===== config.mk =====
export PLATFORM = sky130hd
export DESIGN_NAME = pipeline_hazard_ctrl
export DESIGN_NICKNAME = d
export VERILOG_FILES = /design/src/rtl/pipeline_hazard_ctrl.sv
export SDC_FILE = /design/constraint.sdc
export NUM_CORES = 1
export LEC_CHECK = 0
export ABC_AREA = 1
export CAP_MARGIN = 20
export CORE_MARGIN = 4
export CORE_UTILIZATION = 48
export DETAILED_ROUTE_END_ITERATION = 6
export GPL_ROUTABILITY_DRIVEN = 0
export PLACE_DENSITY_LB_ADDON = 0.15
export SKIP_CTS_REPAIR_TIMING = 1
export SYNTH_ARGS = -nofsm -noshare
export SYNTH_HDL_FRONTEND = slang
export SYNTH_SLANG_ARGS = --single-unit

===== constraint.sdc =====
create_clock -name CLK -period 3.4 [get_ports CLK]
set_input_delay 0.68 -clock CLK [delete_from_list [all_inputs] [get_ports CLK]]
set_output_delay 0.68 -clock CLK [all_outputs]
set_load 0.02 [all_outputs]

===== src/rtl/pipeline_hazard_ctrl.sv =====
// Hazard/stall controller for a 5-stage pipeline: drives latch enables, bubbles,
// PC load/select and sticky halt, and keeps saturating stall/flush perf counters.
module pipeline_hazard_ctrl #(
  parameter int CNT_W = 16
) (
  input  logic             CLK,
  input  logic             RST,
  input  logic             ihit,
  input  logic             dhit,
  input  logic [4:0]       rs_id,
  input  logic [4:0]       rt_id,
  input  logic             dREN_ex,
  input  logic [4:0]       rt_ex,
  input  logic             jump_ex,
  input  logic             dREN_mem,
  input  logic             dWEN_mem,
  input  logic             br_taken_mem,
  input  logic             halt_wb,
  output logic             pc_en,
  output logic [1:0]       pc_sel,
  output logic             en_1,
  output logic             en_2,
  output logic             en_3,
  output logic             en_4,
  output logic             flush_1,
  output logic             flush_2,
  output logic             flush_3,
  output logic             halt,
  output logic [CNT_W-1:0] stall_cnt,
  output logic [CNT_W-1:0] flush_cnt
);

  typedef enum logic [1:0] {RUN, DWAIT, HALTED} state_t;

  state_t             state_q, state_d;
  logic               halt_q, halt_d;
  logic [CNT_W-1:0]   stall_cnt_q, stall_cnt_d;
  logic [CNT_W-1:0]   flush_cnt_q, flush_cnt_d;
  logic               memop;
  logic               load_use;
  logic               advance;

  function automatic logic [CNT_W-1:0] sat_inc(input logic [CNT_W-1:0] v);
    return (&v) ? v : v + {{(CNT_W-1){1'b0}}, 1'b1};
  endfunction

  assign memop    = dREN_mem | dWEN_mem;
  assign load_use = dREN_ex && (rt_ex != 5'd0) && ((rt_ex == rs_id) || (rt_ex == rt_id));

  always_ff @(posedge CLK or posedge RST) begin
    if (RST) begin
      state_q     <= RUN;
      halt_q      <= 1'b0;
      stall_cnt_q <= '0;
      flush_cnt_q <= '0;
    end else begin
      state_q     <= state_d;
      halt_q      <= halt_d;
      stall_cnt_q <= stall_cnt_d;
      flush_cnt_q <= flush_cnt_d;
    end
  end

  always_comb begin
    state_d = state_q;
    case (state_q)
      RUN: begin
        if (halt_wb)             state_d = HALTED;
        else if (memop && !dhit) state_d = DWAIT;
      end
      DWAIT:   if (dhit) state_d = RUN;
      HALTED:  state_d = HALTED;
      default: state_d = RUN;
    endcase
  end

  // The pipeline advances only when neither halt nor an outstanding dmem access freezes it.
  always_comb begin
    case (state_q)
      RUN:     advance = !halt_wb && !(memop && !dhit);
      DWAIT:   advance = dhit;
      default: advance = 1'b0;
    endcase
  end

  always_comb begin
    pc_en   = 1'b0;
    pc_sel  = 2'd0;
    en_1    = 1'b0;
    en_2    = 1'b0;
    en_3    = 1'b0;
    en_4    = 1'b0;
    flush_1 = 1'b0;
    flush_2 = 1'b0;
    flush_3 = 1'b0;
    if (!RST && advance) begin
      pc_en = 1'b1;
      en_1  = 1'b1;
      en_2  = 1'b1;
      en_3  = 1'b1;
      en_4  = 1'b1;
      if (br_taken_mem) begin
        flush_1 = 1'b1;
        flush_2 = 1'b1;
        flush_3 = 1'b1;
        pc_sel  = 2'd2;
      end else if (jump_ex) begin
        flush_1 = 1'b1;
        flush_2 = 1'b1;
        pc_sel  = 2'd1;
      end else if (load_use) begin
        pc_en   = 1'b0;
        en_1    = 1'b0;
        flush_2 = 1'b1;
      end else if (!ihit) begin
        pc_en   = 1'b0;
        flush_1 = 1'b1;
      end
    end
  end

  always_comb begin
    halt_d      = halt_q | (state_d == HALTED);
    stall_cnt_d = stall_cnt_q;
    flush_cnt_d = flush_cnt_q;
    if (!pc_en && (state_d != HALTED)) stall_cnt_d = sat_inc(stall_cnt_q);
    if (flush_1 || flush_2 || flush_3) flush_cnt_d = sat_inc(flush_cnt_q);
  end

  assign halt      = halt_q;
  assign stall_cnt = stall_cnt_q;
  assign flush_cnt = flush_cnt_q;

endmodule


==> results of run 1 <==
==> power by group <==
group	total [mW]	internal (mW)	switching, mW
sequential	0.514	0.456	0.0583
combinational	0.331	0.151	0.180
clock	0.453	0.293	0.159
==> metal layers <==
metal	up-vias	wire (um)	GRT usage, %
met1	1065	2520	23.2
met3	12	239	5.05
met4	0	117	7.52
met5	-	0	0
met2	49	2900	33.7
li1	1192	-	-
==> registers in the layout, summed over array words and instances (netlist names) <==
register and cells:
state_q 2, stall_cnt 16, halt 1, flush_cnt 16
==> worst max-delay path by stage <==
stage | slack, ps | depth (start not counted) | end
global placement | 220 | 13 | pc_en
floorplan | 10 | 8 | pc_en
finish | 190 | 13 | pc_en
CTS | 190 | 9 | pc_en
global route | 80 | 13 | pc_en
detailed placement | 190 | 13 | pc_en
==> cell usage after synthesis (4+ instances only) <==
master     n  area share (%)
nand2_1  120              19
nand3_1   45             9.4
dfrtp_1   35              37
inv_1     28             4.4
nor2_1    22             3.4
xor2_1    18             6.6
xnor2_1   12             4.4
inv_2      8             1.3
nand4_1    6             1.6
buf_2      5             1.0
nor4_1     5             1.3
nand3_2    4             1.7
nor3_1     4            0.84
==> cells by family after synthesis <==
kind of cell,count (synthesis)
AND/OR/NAND/NOR,218
buffers and inverters,47
flip-flops,35
XOR/XNOR,30
AO/OA/AOI/OAI,6
adder cells (fa/ha/maj),2
==> layout make-up <==
type,instances,area [um^2],area share (%)
inverters,37,139,4.30
well taps,67,83.8,2.60
flip-flops and latches,35,876,27.1
repair buffers,69,686,21.2
clock buffers,6,72.6,2.25
multi-input cells,256,1310,40.6
clock inverters,2,60.1,1.86
==> through the flow <==
step | util, % | instances | hold slack [ps]
global placement | 64.7 | 464 | 455
detailed placement | 64.7 | 464 | 463
global route | 67.5 | 472 | 512
finish | 67.5 | 472 | 475
CTS | 67.5 | 472 | 478
floorplan | - | 338 | 441
==> worst register-to-register path, cell delays in order, from the launching register on <==
cell and delay, ps:
dfrtp_1 430, ha_1 230, nand3_2 110, nor2_2 190, nand3_2 140, nor3_2 140, nand3_2 330, nand2_4 320
nand2_1 80, nand2_1 60
==> metrics.txt, run 1 <==
outcome finished clean; HP Class reg2reg; H-tree depth 2; CTS tree yes; total routing usage reported by global routing 19.5%; clock skew 6.44 ps; vias per inst 4.91; Starting Density 50.1%; die area 6190 um^2; vias in the first global route 2195; layout cells sized above 1 8.40%; worst path required time 2720 ps; Largest stage delay, worst path 590 ps; n_diodes 0; fin area 3230 um^2; f_max 312 MHz; Worst VDD drop 0.370 mV; EDFF count, synth 0; Final period util 94.3%; Worst setup SP type input port; Max Fanout on Critical Path 4; Die H 78.7 um; reg2reg path depth 9; fin nets 431; Ys Warns 0; DR pass1 iterations 6; pin count of the biggest net entering global routing 36; Detail Route Antenna Nets 0; Worst Hold Launch halt; crit path time final 3210 ps; synth unique cells 29; LEAKAGE 1.54 nW; initial antenna violation count 0; #FFs+latches synth 35; hold-critical path endpoint halt; Final WS setup 195 ps; final-report max-slew violation count 0; Synth async-reset ratio 100%; Mapped Nets 365; commonest non-fill, non-tap cell in the layout nand2_1; CP delay by family, top buffers and inverters; Setup TNS 0 ps; syn_area_per_cell 7.09 um^2; cell count after synthesis 338; reg-to-reg endpoint flush_cnt[15]; main flop type after synthesis dfrtp_1; Worst Path Arrival 2530 ps; first-pass GRT wire length 9610 um; xor/xnor share of the synthesized area 11.0%; critical path class in2out; Hold Crit Depth 1; clock sinks 35; wire per inst 12.2 um; # IOs 68; placed inst area 3100 um^2; Starting DRT DRC Count 146; Synth Area in Compound Gates 1.83%; DIE WIDTH 78.7 um; WP buf/inv 5; area delta synth->final 34.7%; WL final 5780 um; Rows 25; Worst Tran Pin Value 469 ps; worst slack at placement 193 ps; Critical path origin rt_ex[0]; crit end category primary output; port bufs 67; R2R setup slack 1310 ps; synthesized cell area 2400 um^2; hpwl dp 4220 um; TritonCTS buffer count 5; Filler cells 420; Vias 2318; DRC viols 0; Synth Area in Adders 1.04%; mux share of post-synthesis cell area 0%; sequential cell area fraction in the yosys report 36.5%; Worst slew margin 68.4%; PD cells 402 nW/um^2; Power Total 1.30 mW; final setup fails 0; CORE AREA 4790 um^2; Clk Latency, worst-skew pair 290 ps; most frequent cells in the layout nand2_1 (120), clkdlybuf4s50_1 (67), nand3_1 (45), dfrtp_1 (35), inv_1 (28); Fin. Hold Viols 0; clock root cell clkbuf_8; clk buf depth 2; Most common cell on crit path nand2_1; gr ovfl total 0; Synth Area in Simple Gates 40.9%; clk slew on worst S/H paths 70 ps; slowest cell on the critical path clkdlybuf4s50_1; crit-path cells clkdlybuf4s50_1, nand2_1, clkinv_1, nor2_1, nor2_1, nand3_1, nand2_1, nand3_1, nand2_1, inv_2, nand2_2, inv_1, clkdlybuf4s50_1; Reg-to-Reg Start flush_cnt[0]; RSZ-0062 raised after global routing false; largest family of logic cells by synthesized area simple AND/OR/NAND/NOR gates; Max-Cap Viols 0
No activity file was read; power rests on OpenSTA's default activity.
==> inputs of run 2 (changes only) <==
- SLEW_MARGIN: default -> 20
==> results of run 2 <==
The final DEF is identical to that of run 1; final timing and power are the same.
==> inputs of run 3 (changes only) <==
- CORE_MARGIN: 4 -> 1
- SETUP_SLACK_MARGIN: default -> 0.02
- SLEW_MARGIN: 20 -> 10
==> metrics.txt, run 3 (synthesis results as in run 1) <==
outcome finished clean; commonest non-fill, non-tap cell in the layout nand2_1; fin nets 431 (unchanged); vias per inst 4.91 (about the same); Filler cells 439 (+4.5%); clk slew on worst S/H paths 70 ps (about the same); GRT Max-Usage Layer met2; gr ovfl total 0 (unchanged); Starting Density 50.4% (+0.33 points); register area 876 um^2 (unchanged); Clk Latency, worst-skew pair 290 ps (about the same); Worst slew margin 69.1% (+0.66 points); total routing usage reported by global routing 23.2% (+3.7 points); CP delay by family, top buffers and inverters; CTS tree yes; multi-input logic area 1310 um^2 (unchanged); port bufs 67 (unchanged); clk buf depth 2 (unchanged); initial antenna violation count 0 (unchanged); grt met2 use 42.7% (+9.0 points); Worst Tran Pin Value 460 ps (-9.75 ps); H-tree depth 2 (unchanged); Vias 2319 (+0.043%); final setup fails 0 (unchanged); Non-Filler Instances 472 (unchanged); CORE AREA 4750 um^2 (-0.65%); reg2reg path depth 9 (unchanged); clock root cell clkbuf_8; area delta synth->final 33.1%; crit end category primary output; PD cells 360 nW/um^2 (-10%); routing usage on met1 26.3% (+3.1 points); wire per inst 11.7 um (-4.7%); critical path class in2out; slowest cell on the critical path clkdlybuf4s50_1; clock sinks 35 (unchanged); worst hold margin 475 ps (-0.101 ps); Max Fanout on Critical Path 4 (unchanged); WP buf/inv 4 (-1); # IOs 68 (unchanged); pin count of the biggest net entering global routing 36 (unchanged); LEAKAGE 1.53 nW (-0.79%); DR pass1 iterations 6 (unchanged); Crit. path cell count 12 (-1); Hold Crit Depth 1 (unchanged); Worst Path Arrival 2500 ps (-30 ps); layout cells sized above 1 8.89% (+0.49 points); final-report max-slew violation count 0 (unchanged); Setup TNS 0 ps (unchanged); dpl cells 464 (unchanged); vias in the first global route 2201 (+0.27%); worst path required time 2720 ps (about the same); Die H 72.7 um (-7.6%); most frequent cells in the layout nand2_1 (120), clkdlybuf4s50_1 (66), nand3_1 (45), dfrtp_1 (35), inv_1 (27); crit path time final 3180 ps (-25.6 ps); die area 5280 um^2 (-15%); Final period util 93.5% (-0.75 points); Final Util 67.1% (-0.35 points); Fin. Hold Viols 0 (unchanged); Max-Cap Viols 0 (unchanged); Detail Route Antenna Nets 0 (unchanged); met3 GRT Util 5.11% (+0.065 points); Rows 25 (unchanged); TritonCTS buffer count 5 (unchanged); Worst VDD drop 0.262 mV (-29%); f_max 315 MHz (+0.80%); Largest stage delay, worst path 600 ps (about the same); DRC viols 0 (unchanged); clock skew 6.78 ps (+0.344 ps); RSZ-0062 raised after global routing false; HP Class reg2reg; Worst setup SP type input port; DIE WIDTH 72.7 um (-7.6%); Starting DRT DRC Count 148 (+1.4%); WL final 5510 um (-4.7%); Most common cell on crit path nand2_1; Power Total 1.15 mW (-11%); hpwl dp 4110 um (-2.5%); n_diodes 0 (unchanged); first-pass GRT wire length 9420 um (-2.0%); crit-path cells clkdlybuf4s50_1, inv_2, nand2_1, nand2_1, nor2_1, nand3_1, nand2_1, nand2_1, nand2_1, nand2_1, inv_1, clkdlybuf4s50_1
==> run 3: cell types whose count changed in the layout (fill, tap and decap cells not counted), sizes merged <==
cell	delta
bufinv	-2
clkbuf	-1
clkdlybuf4s50	-1
clkinv	+1
clkinvlp	+3
dlymetal6s2s	+1
inv	-1
==> run 3: area by class of cell <==
type                            count  share of cell area, %
Multi-Input combinational cell    256                   41.1
Sequential cell                    35                   27.4
Timing Repair Buffer               69                   21.6
Inverter                           37                   4.47
Tap cell                           67                   2.63
Clock buffer                        5                   2.16
Clock inverter                      3                  0.627
==> run 3: per-stage QoR <==
| step | cell area [um^2] | setup WS, ps |
|---|---|---|
| floorplan | 2400 | 421 |
| global placement | 3100 | 198 |
| detailed placement | 3100 | 185 |
| CTS | 3190 | 181 |
| global route | 3190 | 72.3 |
| finish | 3190 | 221 |
==> run 3: worst reg2reg max path, stage by stage, from the launching register on <==
cell and delay [ps]:
dfrtp_1 440, ha_1 230, nand3_2 110, nor2_2 180, nand3_2 130, nor3_2 150
nand3_2 340, nand2_4 320, nand2_1 90, nand2_1 60
==> run 3: path summary, 6_finish.rpt <==
| kind | start | endpoint | slack (ps) |
|---|---|---|---|
| max | rt_ex[0] | flush_2 | 220 |
| min | state_q[1] | state_q[0] | 470 |
| max reg2reg | flush_cnt[0] | flush_cnt[9] | 1310 |
| min reg2reg | state_q[1] | state_q[0] | 470 |
| max in group asynchronous | RST | flush_cnt[13] | 2230 |
| min in group asynchronous | RST | stall_cnt[10] | 860 |
==> run 3: metal layers <==
layer / wire (um) / vias to the layer above / part of all wire [%]
met4: 89 / 0 / 1.6
li1: - / 1196 / -
met2: 2820 / 53 / 51
met5: 0 / - / 0
met1: 2370 / 1062 / 43
met3: 230 / 8 / 4.2
==> run 3: where the power goes <==
group	internal (mW)	switching, mW	total [mW]
Clock	0.142	0.160	0.302
Sequential	0.456	0.0608	0.517
Combinational	0.151	0.179	0.330
